`src/rtl/apb_gpio_pkg.sv`:
```
`default_nettype none
// ============================================================================
// Module      : apb_gpio_pkg
// Description : Shared defaults and APB phase encoding for the APB-to-GPIO
//               front-end.
// Revision    : 1.0 - initial release
// ============================================================================
package apb_gpio_pkg;

    localparam int c_addr_w = 32;
    localparam int c_data_w = 32;

    typedef enum logic [1:0] {
        IDLE   = 2'd0,
        SETUP  = 2'd1,
        ACCESS = 2'd2
    } apb_phase_t;

endpackage : apb_gpio_pkg
`default_nettype wire

```
`src/rtl/apb_gpio_if.sv`:
```
`default_nettype none
// ============================================================================
// Module      : apb_gpio_if
// Description : Zero-wait-state APB3 slave bridging to a GPIO core register
//               port; supplies the core clock/reset and registers its IRQ.
// Revision    : 1.0 - initial release
// ============================================================================
module apb_gpio_if
    import apb_gpio_pkg::*;
#(
    parameter int ADDR_W = c_addr_w,
    parameter int DATA_W = c_data_w
) (
    input  logic              PCLK,
    input  logic              PRESETn,
    input  logic              PSEL,
    input  logic              PENABLE,
    input  logic              PWRITE,
    input  logic [ADDR_W-1:0] PADDR,
    input  logic [DATA_W-1:0] PWDATA,
    input  logic [DATA_W-1:0] gpio_dat_o,
    input  logic              gpio_int_o,
    output logic              PREADY,
    output logic [DATA_W-1:0] PRDATA,
    output logic              IRQ,
    output logic              sys_clk,
    output logic              sys_rst,
    output logic              gpio_we,
    output logic [ADDR_W-1:0] gpio_addr,
    output logic [DATA_W-1:0] gpio_dat_i
);

    logic       w_setup;
    logic       w_access;
    logic       w_proto_err;
    logic       r_irq;
    apb_phase_t r_state;
    apb_phase_t w_state_next;

    assign w_setup  = PSEL & ~PENABLE;
    assign w_access = PSEL & PENABLE;

    assign sys_clk    = PCLK;
    assign sys_rst    = ~PRESETn;
    assign gpio_addr  = PADDR;
    assign gpio_dat_i = PWDATA;

    // Qualifying with PRESETn lets a reset abort an access without a clock edge.
    assign PREADY  = w_access & PRESETn;
    assign gpio_we = w_access & PWRITE & PRESETn;
    assign PRDATA  = (w_access & ~PWRITE & PRESETn) ? gpio_dat_o : '0;
    assign IRQ     = r_irq;

    always_ff @(posedge PCLK or negedge PRESETn) begin
        if (!PRESETn) begin
            r_irq <= 1'b0;
        end else begin
            r_irq <= gpio_int_o;
        end
    end

    always_ff @(posedge PCLK or negedge PRESETn) begin
        if (!PRESETn) begin
            r_state <= IDLE;
        end else begin
            r_state <= w_state_next;
        end
    end

    // Phase tracker is observational only; it never gates the datapath.
    always_comb begin
        w_state_next = r_state;
        w_proto_err  = PENABLE & (r_state == IDLE);
        if (!PSEL) begin
            w_state_next = IDLE;
        end else begin
            case (r_state)
                IDLE:    if (w_setup)  w_state_next = SETUP;
                SETUP:   if (w_access) w_state_next = ACCESS;
                ACCESS:  if (w_setup)  w_state_next = SETUP;
                default: w_state_next = IDLE;
            endcase
        end
    end

    a_no_proto_err : assert property (@(posedge PCLK) disable iff (!PRESETn) !w_proto_err);

endmodule : apb_gpio_if
`default_nettype wire

```
`config.mk`:
```
export PLATFORM = sky130hd
export DESIGN_NAME = apb_gpio_if
export DESIGN_NICKNAME = d
export VERILOG_FILES = /design/src/rtl/apb_gpio_pkg.sv /design/src/rtl/apb_gpio_if.sv
export SDC_FILE = /design/constraint.sdc
export NUM_CORES = 1
export LEC_CHECK = 0
export CELL_PAD_IN_SITES_DETAIL_PLACEMENT = 0
export CELL_PAD_IN_SITES_GLOBAL_PLACEMENT = 1
export CORE_MARGIN = 2
export CORE_UTILIZATION = 10
export CTS_CLUSTER_SIZE = 20
export DETAILED_ROUTE_END_ITERATION = 16
export PLACE_DENSITY = 0.95
export SYNTH_ARGS = -nofsm -noshare
export SYNTH_HDL_FRONTEND = slang
export SYNTH_SLANG_ARGS = --single-unit
```
`constraint.sdc`:
```
create_clock -name PCLK -period 4 [get_ports PCLK]
set_input_delay 1.2 -clock PCLK [delete_from_list [all_inputs] [get_ports PCLK]]
set_output_delay 1.2 -clock PCLK [all_outputs]
set_load 0.05 [all_outputs]
```
Word-level counts from Yosys, hierarchy flattened
Index checks and enable logic that the tools add are counted.
{ "op_classes": {"muxes": 1, "bitwise_logic": 8} }
{ "op_table": {"columns": ["cell", "n"], "rows": [
  ["32-bit two-way mux", 1],
  ["1-bit AND", 6],
  ["1-bit inverter", 2]
]} }
{ "word_totals": {"regBits": 1, "input_bits": 102, "elab_cells": 10} }

Depth between registers and ports, before layout
Gate-level depths: netlist of run 1.
{ "logic_depth": {"ltp_word": 4, "ltp_mapped": 3} }

==> results of run 1 <==
-- power by group --
| group | leakage (nW) | total [mW] | switching [mW] | internal, mW |
|---|---|---|---|---|
| Sequential | 0.0117 | 0.0110 | 0.000285 | 0.0107 |
| Clock | 0.0412 | 0.175 | 0.0602 | 0.115 |
| Combinational | 0.552 | 0.0989 | 0.0402 | 0.0587 |
-- through the flow --
stage          area [sq um]  utilization  hold slack (ns)  cells
3_5_place_dp           1470        0.191             1.40    213
4_1_cts                1540        0.200             1.09    218
2_1_floorplan           787            -            0.904    105
3_3_place_gp           1470        0.191             1.38    213
6_report               1540        0.200             1.09    218
5_1_grt                1540        0.200             1.10    218
-- cell families after synthesis --
| logic type | synth area share |
|---|---|
| buffers and inverters | 0.668 |
| and+or+nand+nor | 0.300 |
| DFF | 0.0318 |
-- area by class of cell --
class                           count  area (sq um)  share of cell area
Clock buffer                        6          77.6              0.0504
Tap cell                          102           128              0.0829
Inverter                            1          3.75             0.00244
Sequential cell                     1          25.0              0.0163
Multi-Input combinational cell     35           236               0.154
Timing Repair Buffer               73          1070               0.694
-- worst max-delay path, delay by kind of cell --
kind	cells	cell delay [ns]
buf+inv	3	0.63
-- layout by cell type, fill, tap and decap left out --
cell type                         synthesis  final
sky130_fd_sc_hd__clkdlybuf4s50_1          0     38
sky130_fd_sc_hd__dfrtp_1                  1      1
sky130_fd_sc_hd__buf_4                   65      1
sky130_fd_sc_hd__and4b_4                  1      1
sky130_fd_sc_hd__and2_2                   8      8
sky130_fd_sc_hd__inv_1                    1      1
sky130_fd_sc_hd__dlygate4sd2_1            0      1
sky130_fd_sc_hd__and3_1                   1      1
sky130_fd_sc_hd__clkbuf_8                 0      5
sky130_fd_sc_hd__and2_1                  25     25
sky130_fd_sc_hd__buf_12                   0     34
-- repair_timing --
action / CTS / global route
setup buffers: 0 / 0
setup endpoints to repair: 1 / 0
hold buffers: 0 / 0
gates resized for setup: 1 / 0
-- worst min path at each step --
| stage | from | end | slack [ns] | cells past startpoint |
|---|---|---|---|---|
| 6_report | PRESETn | IRQ | 1.09 | 1 |
| 4_1_cts | PRESETn | IRQ | 1.09 | 1 |
| 2_1_floorplan | PRESETn | IRQ | 0.90 | 0 |
| 5_1_grt | PRESETn | IRQ | 1.10 | 1 |
| 3_3_place_gp | PRESETn | IRQ | 1.38 | 1 |
| 3_5_place_dp | PRESETn | IRQ | 1.40 | 1 |
-- per-layer routing --
layer  GRT usage  vias to the layer above  wire length [um]
met5           0                        -                 0
met4      0.0551                        0               194
met3      0.0423                       24               418
met2       0.101                       60              1350
met1      0.0471                      259               697
li1            -                      273                 -
==> run summary, run 1 <==
Setup violations remaining at the end of the flow were counted as 0. VDD sags by at most 226 uV. The total overflow left after global routing is 0.

The average cell area after synthesis is 7.50 sq um. The share of synthesized registers carrying an async set or reset came out at 1.00. The critical path capture point type is an output port. Of the synthesized area, sequential elements account for 0.0318. The total negative setup slack is 0 ns. The TritonCTS clock tree is yes. The clock edge transition at the registers on the reported setup and hold paths came out at 0.03 ns.

The wire length of the first global-routing pass is 3930 um. The number of flip-flops under the largest register name came out at 1. The count of flip-flops with a built-in enable after synthesis is 0. The most frequent cell after synthesis is sky130_fd_sc_hd__buf_4. The signal on the critical path passes through clkbuf_8, clkbuf_8, dlygate4sd2_1.

The slowest stage of the critical path belongs to the cell sky130_fd_sc_hd__dlygate4sd2_1. Before antenna repair, the detailed router went through 2 iterations. The area share of the leading cell type in the synthesized netlist came out at 0.620. Setup repair after global routing left no endpoint under its margin.

OpenSTA, run right after detailed placement, puts the worst setup slack at 0.128 ns. The final layout contains routed wiring with a total length of 2660 um. The residual DRC count came out at 0.

The number of antenna violations at the first check in global routing is 0. The power density normalized to cell area is 185 nW/um^2. The number of nets produced by synthesis came out at 207. The die is 92.7 um tall.

Summing every instance area after synthesis gives 787 sq um. Sorting the synthesized cells by area gives the leading types as sky130_fd_sc_hd__buf_4, sky130_fd_sc_hd__and2_1, sky130_fd_sc_hd__and2_2. The layout cell share with drive strength beyond 1 is 0.422. The top-level port count came out at 203. In the final routed layout, each cell accounts on average for 12.2 um. The width of the die came out at 92.7 um. The net count of the finished layout is 220. The worst slew margin relative to its limit is 0.673. The kind of start point of the critical path is a clock port. The worst hold path belongs to the class in -> async. The die covers 8600 sq um. The via count is 616. At the pin with the least slew margin, the transition time is 0.490 ns. The number of flip-flops and latches in the synthesized netlist is 1. Ranked by instance count, the synthesized netlist is headed by sky130_fd_sc_hd__buf_4, sky130_fd_sc_hd__and2_1, sky130_fd_sc_hd__and2_2, sky130_fd_sc_hd__buf_6.

The post-synthesis cell count came out at 105. The stage delay of the slowest cell on the critical path came out at 0.41 ns. Relative to the synthesized area, the layout overhead comes to 95.5%. The worst setup path is of the clk -> out kind. The tool flagged a number of max-cap violations equal to 0.

The most frequent cell on the critical path is sky130_fd_sc_hd__clkbuf_8. The maximum fanout along the worst path is 2. The wire-length estimate of the detail-placed layout is 2340 um. The count of final hold-check violations is 0. The flow ran to the end, and the final reports show no timing, DRC or antenna violations. The worst path meets setup with 0.165 ns of slack.

The initial core utilization is 0.102. The synthesized design spends more area on one cell type than any other, namely sky130_fd_sc_hd__buf_4. The number of filler instances in the final layout came out at 842. The repair_antennas step left the layout with diodes totalling 0. Entering global routing, the biggest net connects 33 pins. Using the TritonRoute via totals, the vias-per-cell ratio works out to 2.83.

In this run the worst setup path begins at PCLK. The max-slew violation total from the final report came out at 0. For this run, the total global-route usage over all layers was measured as 0.0610. For this run, the leading register cell type out of synthesis is sky130_fd_sc_hd__dfrtp_1. The final estimated routing congestion in global placement came out at 0.579. After synthesis, the netlist uses 8 different library cells. For the worst setup path, the data required time is 2.80 ns. The overall power came out at 0.285 mW. The endpoint arrival time on the critical path is 2.64 ns.

The number of placement rows is 32. The remaining antenna violation count after routing is 0. The number of warning messages in the yosys log is 0. The count of input and output buffers is 74. The number of DRC markers in iteration 0 is 13. The critical path ends at sys_clk. The area of the placeable core came out at 7690 sq um. The number of global-route vias before repair was 723. The static leakage came out at 0.605 nW.
Note: power is estimated with default switching activity, not from simulation.
==> run 2, diff against run 1 <==
--- a/config.mk
+++ b/config.mk
@@ -7,7 +7,8 @@
 export LEC_CHECK = 0
 export CELL_PAD_IN_SITES_DETAIL_PLACEMENT = 0
 export CELL_PAD_IN_SITES_GLOBAL_PLACEMENT = 1
-export CORE_MARGIN = 2
+export CORE_ASPECT_RATIO = 0.75
+export CORE_MARGIN = 5
 export CORE_UTILIZATION = 10
 export CTS_CLUSTER_SIZE = 20
 export DETAILED_ROUTE_END_ITERATION = 16
==> run 2 against run 1 <==
Net effect: clock power about the same; hold slack better by 0.14 ns; first-iteration DRC count up 31%; via count down 5.0%; critical path depth unchanged; die area up 14%; final area up 0.73%; routed wire length down 2.8%; cell count up 1.8%; sequential power about the same.
==> run summary, run 2 (synthesized netlist as in run 1, its figures left out) <==
TritonCTS built the clock tree. The final estimated routing congestion in global placement came out at 0.593 (+2.4%). The required time of the critical path is 2.80 ns (about the same). The power density normalized to cell area is 185 nW/um^2 (-0.25%). The area of the placeable core is 7780 sq um (+1.2%). The global-route total usage across every layer was 0.0495 (-0.0115). The number of maximum-capacitance constraint violations came out at 0 (unchanged). The via count is 585 (-5.0%). The number of placement rows is 28 (-13%). The static leakage is 0.609 nW (+0.79%). The endpoint arrival time on the critical path is 2.64 ns (about the same). The library cell used most frequently in the layout, excluding fill and tap cells, is sky130_fd_sc_hd__clkdlybuf4s50_1. The worst-case hold slack is 1.23 ns (+0.135 ns).

The total negative setup slack is 0 ns (unchanged). The critical path capture point type is an output port. The end of the critical path is sys_clk. The residual DRC count is 0 (unchanged). The type of the setup path with the least slack is clk -> out.

The total die area is 9760 sq um (+14%). The maximum fanout along the worst path was 2 (unchanged). The routed via count divided by cell count came out at 2.64 (-6.7%). The layout cell share with drive strength beyond 1 is 0.427 (+0.00494). The top-level port count is 203 (unchanged). The vertical die dimension came to 86.8 um (-6.3%). The initial core utilization came out at 0.101 (-0.00119). The kind of start point of the critical path is a clock port. The number of flip-flops under the largest register name is 1 (unchanged).

Setup repair after global routing left no endpoint under its margin. The worst slew margin relative to its limit came out at 0.658 (-0.0141). The max-slew violation total from the final report is 0 (unchanged). The worst supply voltage drop on vdd was 329 uV (+46%). The detailed placer's ending HPWL is 2260 um (-3.7%).

The number of antenna violations at the first check in global routing came out at 0 (unchanged). The remaining antenna violation count after routing is 0 (unchanged). The worst slack at placement is 0.128 ns (unchanged). The net count of the finished layout is 221 (+0.45%). The wire length of the first global-routing pass came out at 3770 um (-3.9%). The number of global-route vias before repair is 710 (-1.8%). The residual overflow from global routing came out at 0 (unchanged). The pin count of the biggest net entering global routing came to 33 (unchanged). The average wire per standard cell came out at 11.6 um (-4.5%). The run finished with clean final reports. The number of failing setup endpoints in the final timing report came out at 0 (unchanged). The width of the die is 112 um (+21%). The number of DRC markers in iteration 0 came out at 17 (+4). The number of hold buffers added after cts is 0 (unchanged). The clock edge transition at the registers on the reported setup and hold paths came out at 0.03 ns (about the same). The final worst setup slack came out at 0.163 ns (-0.00166 ns).

The count of inserted antenna diode cells is 0 (unchanged). The slew of the pin with the lowest slew margin is 0.511 ns (+0.0210 ns). The non-filler instance count after layout came out at 222 (+1.8%). The worst hold-check path type is in -> async.

The post-placement cell area is 1480 sq um (+0.77%). The count of final hold-check violations is 0 (unchanged). The count of input and output buffers came out at 74 (unchanged). The layout overhead on the synthesized area is 97.0%. The critical path starts at PCLK. The design area came out at 1550 sq um (+0.73%). The wire length reported by the detailed router came to 2590 um (-2.8%).

The instance count after placement with tap cells included was 217 (+1.9%). In the layout the commonest cells are sky130_fd_sc_hd__clkdlybuf4s50_1, sky130_fd_sc_hd__buf_12, sky130_fd_sc_hd__and2_1. The count of TritonRoute iterations in the first routing pass came to 2 (unchanged).
run 2: changes by cell type in the layout (fill, tap and decap cells not counted):
cell,before,now
sky130_fd_sc_hd__buf_4,1,2
run 2: final cells by class:
| type | instances | area [sq um] |
|---|---|---|
| multi-input combinational | 35 | 236 |
| clock buffer | 6 | 77.6 |
| tap | 105 | 131 |
| timing repair buffer | 74 | 1080 |
| fill | 857 | 6230 |
| sequential | 1 | 25.0 |
| inverter | 1 | 3.75 |
run 2: how the worst min path moves through the flow:
stage,endpoint,startpoint
CTS,IRQ,PRESETn
global placement,IRQ,PRESETn
detailed placement,IRQ,PRESETn
finish,IRQ,PRESETn
floorplan,IRQ,PRESETn
global route,IRQ,PRESETn
run 2: report_power, final:
group          leakage, nW  total, mW  switching, mW  internal, mW
clock               0.0412      0.176         0.0610         0.115
combinational        0.557     0.0993         0.0401        0.0592
sequential          0.0117     0.0111       0.000343        0.0107
run 2: metrics by stage:
step	power (mW)	utilization
after floorplan	0.271	-
after global placement	0.169	0.191
after detailed placement	0.169	0.191
after CTS	0.294	0.199
after global routing	0.301	0.199
final	0.287	0.199
run 2: per-layer routing:
| layer | vias up | share of wire | GRT usage |
|---|---|---|---|
| met3 | 4 | 0.10 | 0.0307 |
| met5 | - | 0 | 0 |
| met1 | 270 | 0.30 | 0.0472 |
| met4 | 0 | 0.0023 | 0.0251 |
| met2 | 38 | 0.60 | 0.0844 |
| li1 | 273 | - | - |
run 2: timing repair:
item,CTS,global route
resized for setup,1,0
buffers inserted,0,0
endpoints found under the setup margin,1,0
run 2: critical path, stage by stage:
cell and delay (ns):
sky130_fd_sc_hd__clkbuf_8 0.11, sky130_fd_sc_hd__clkbuf_8 0.12, sky130_fd_sc_hd__dlygate4sd2_1 0.41
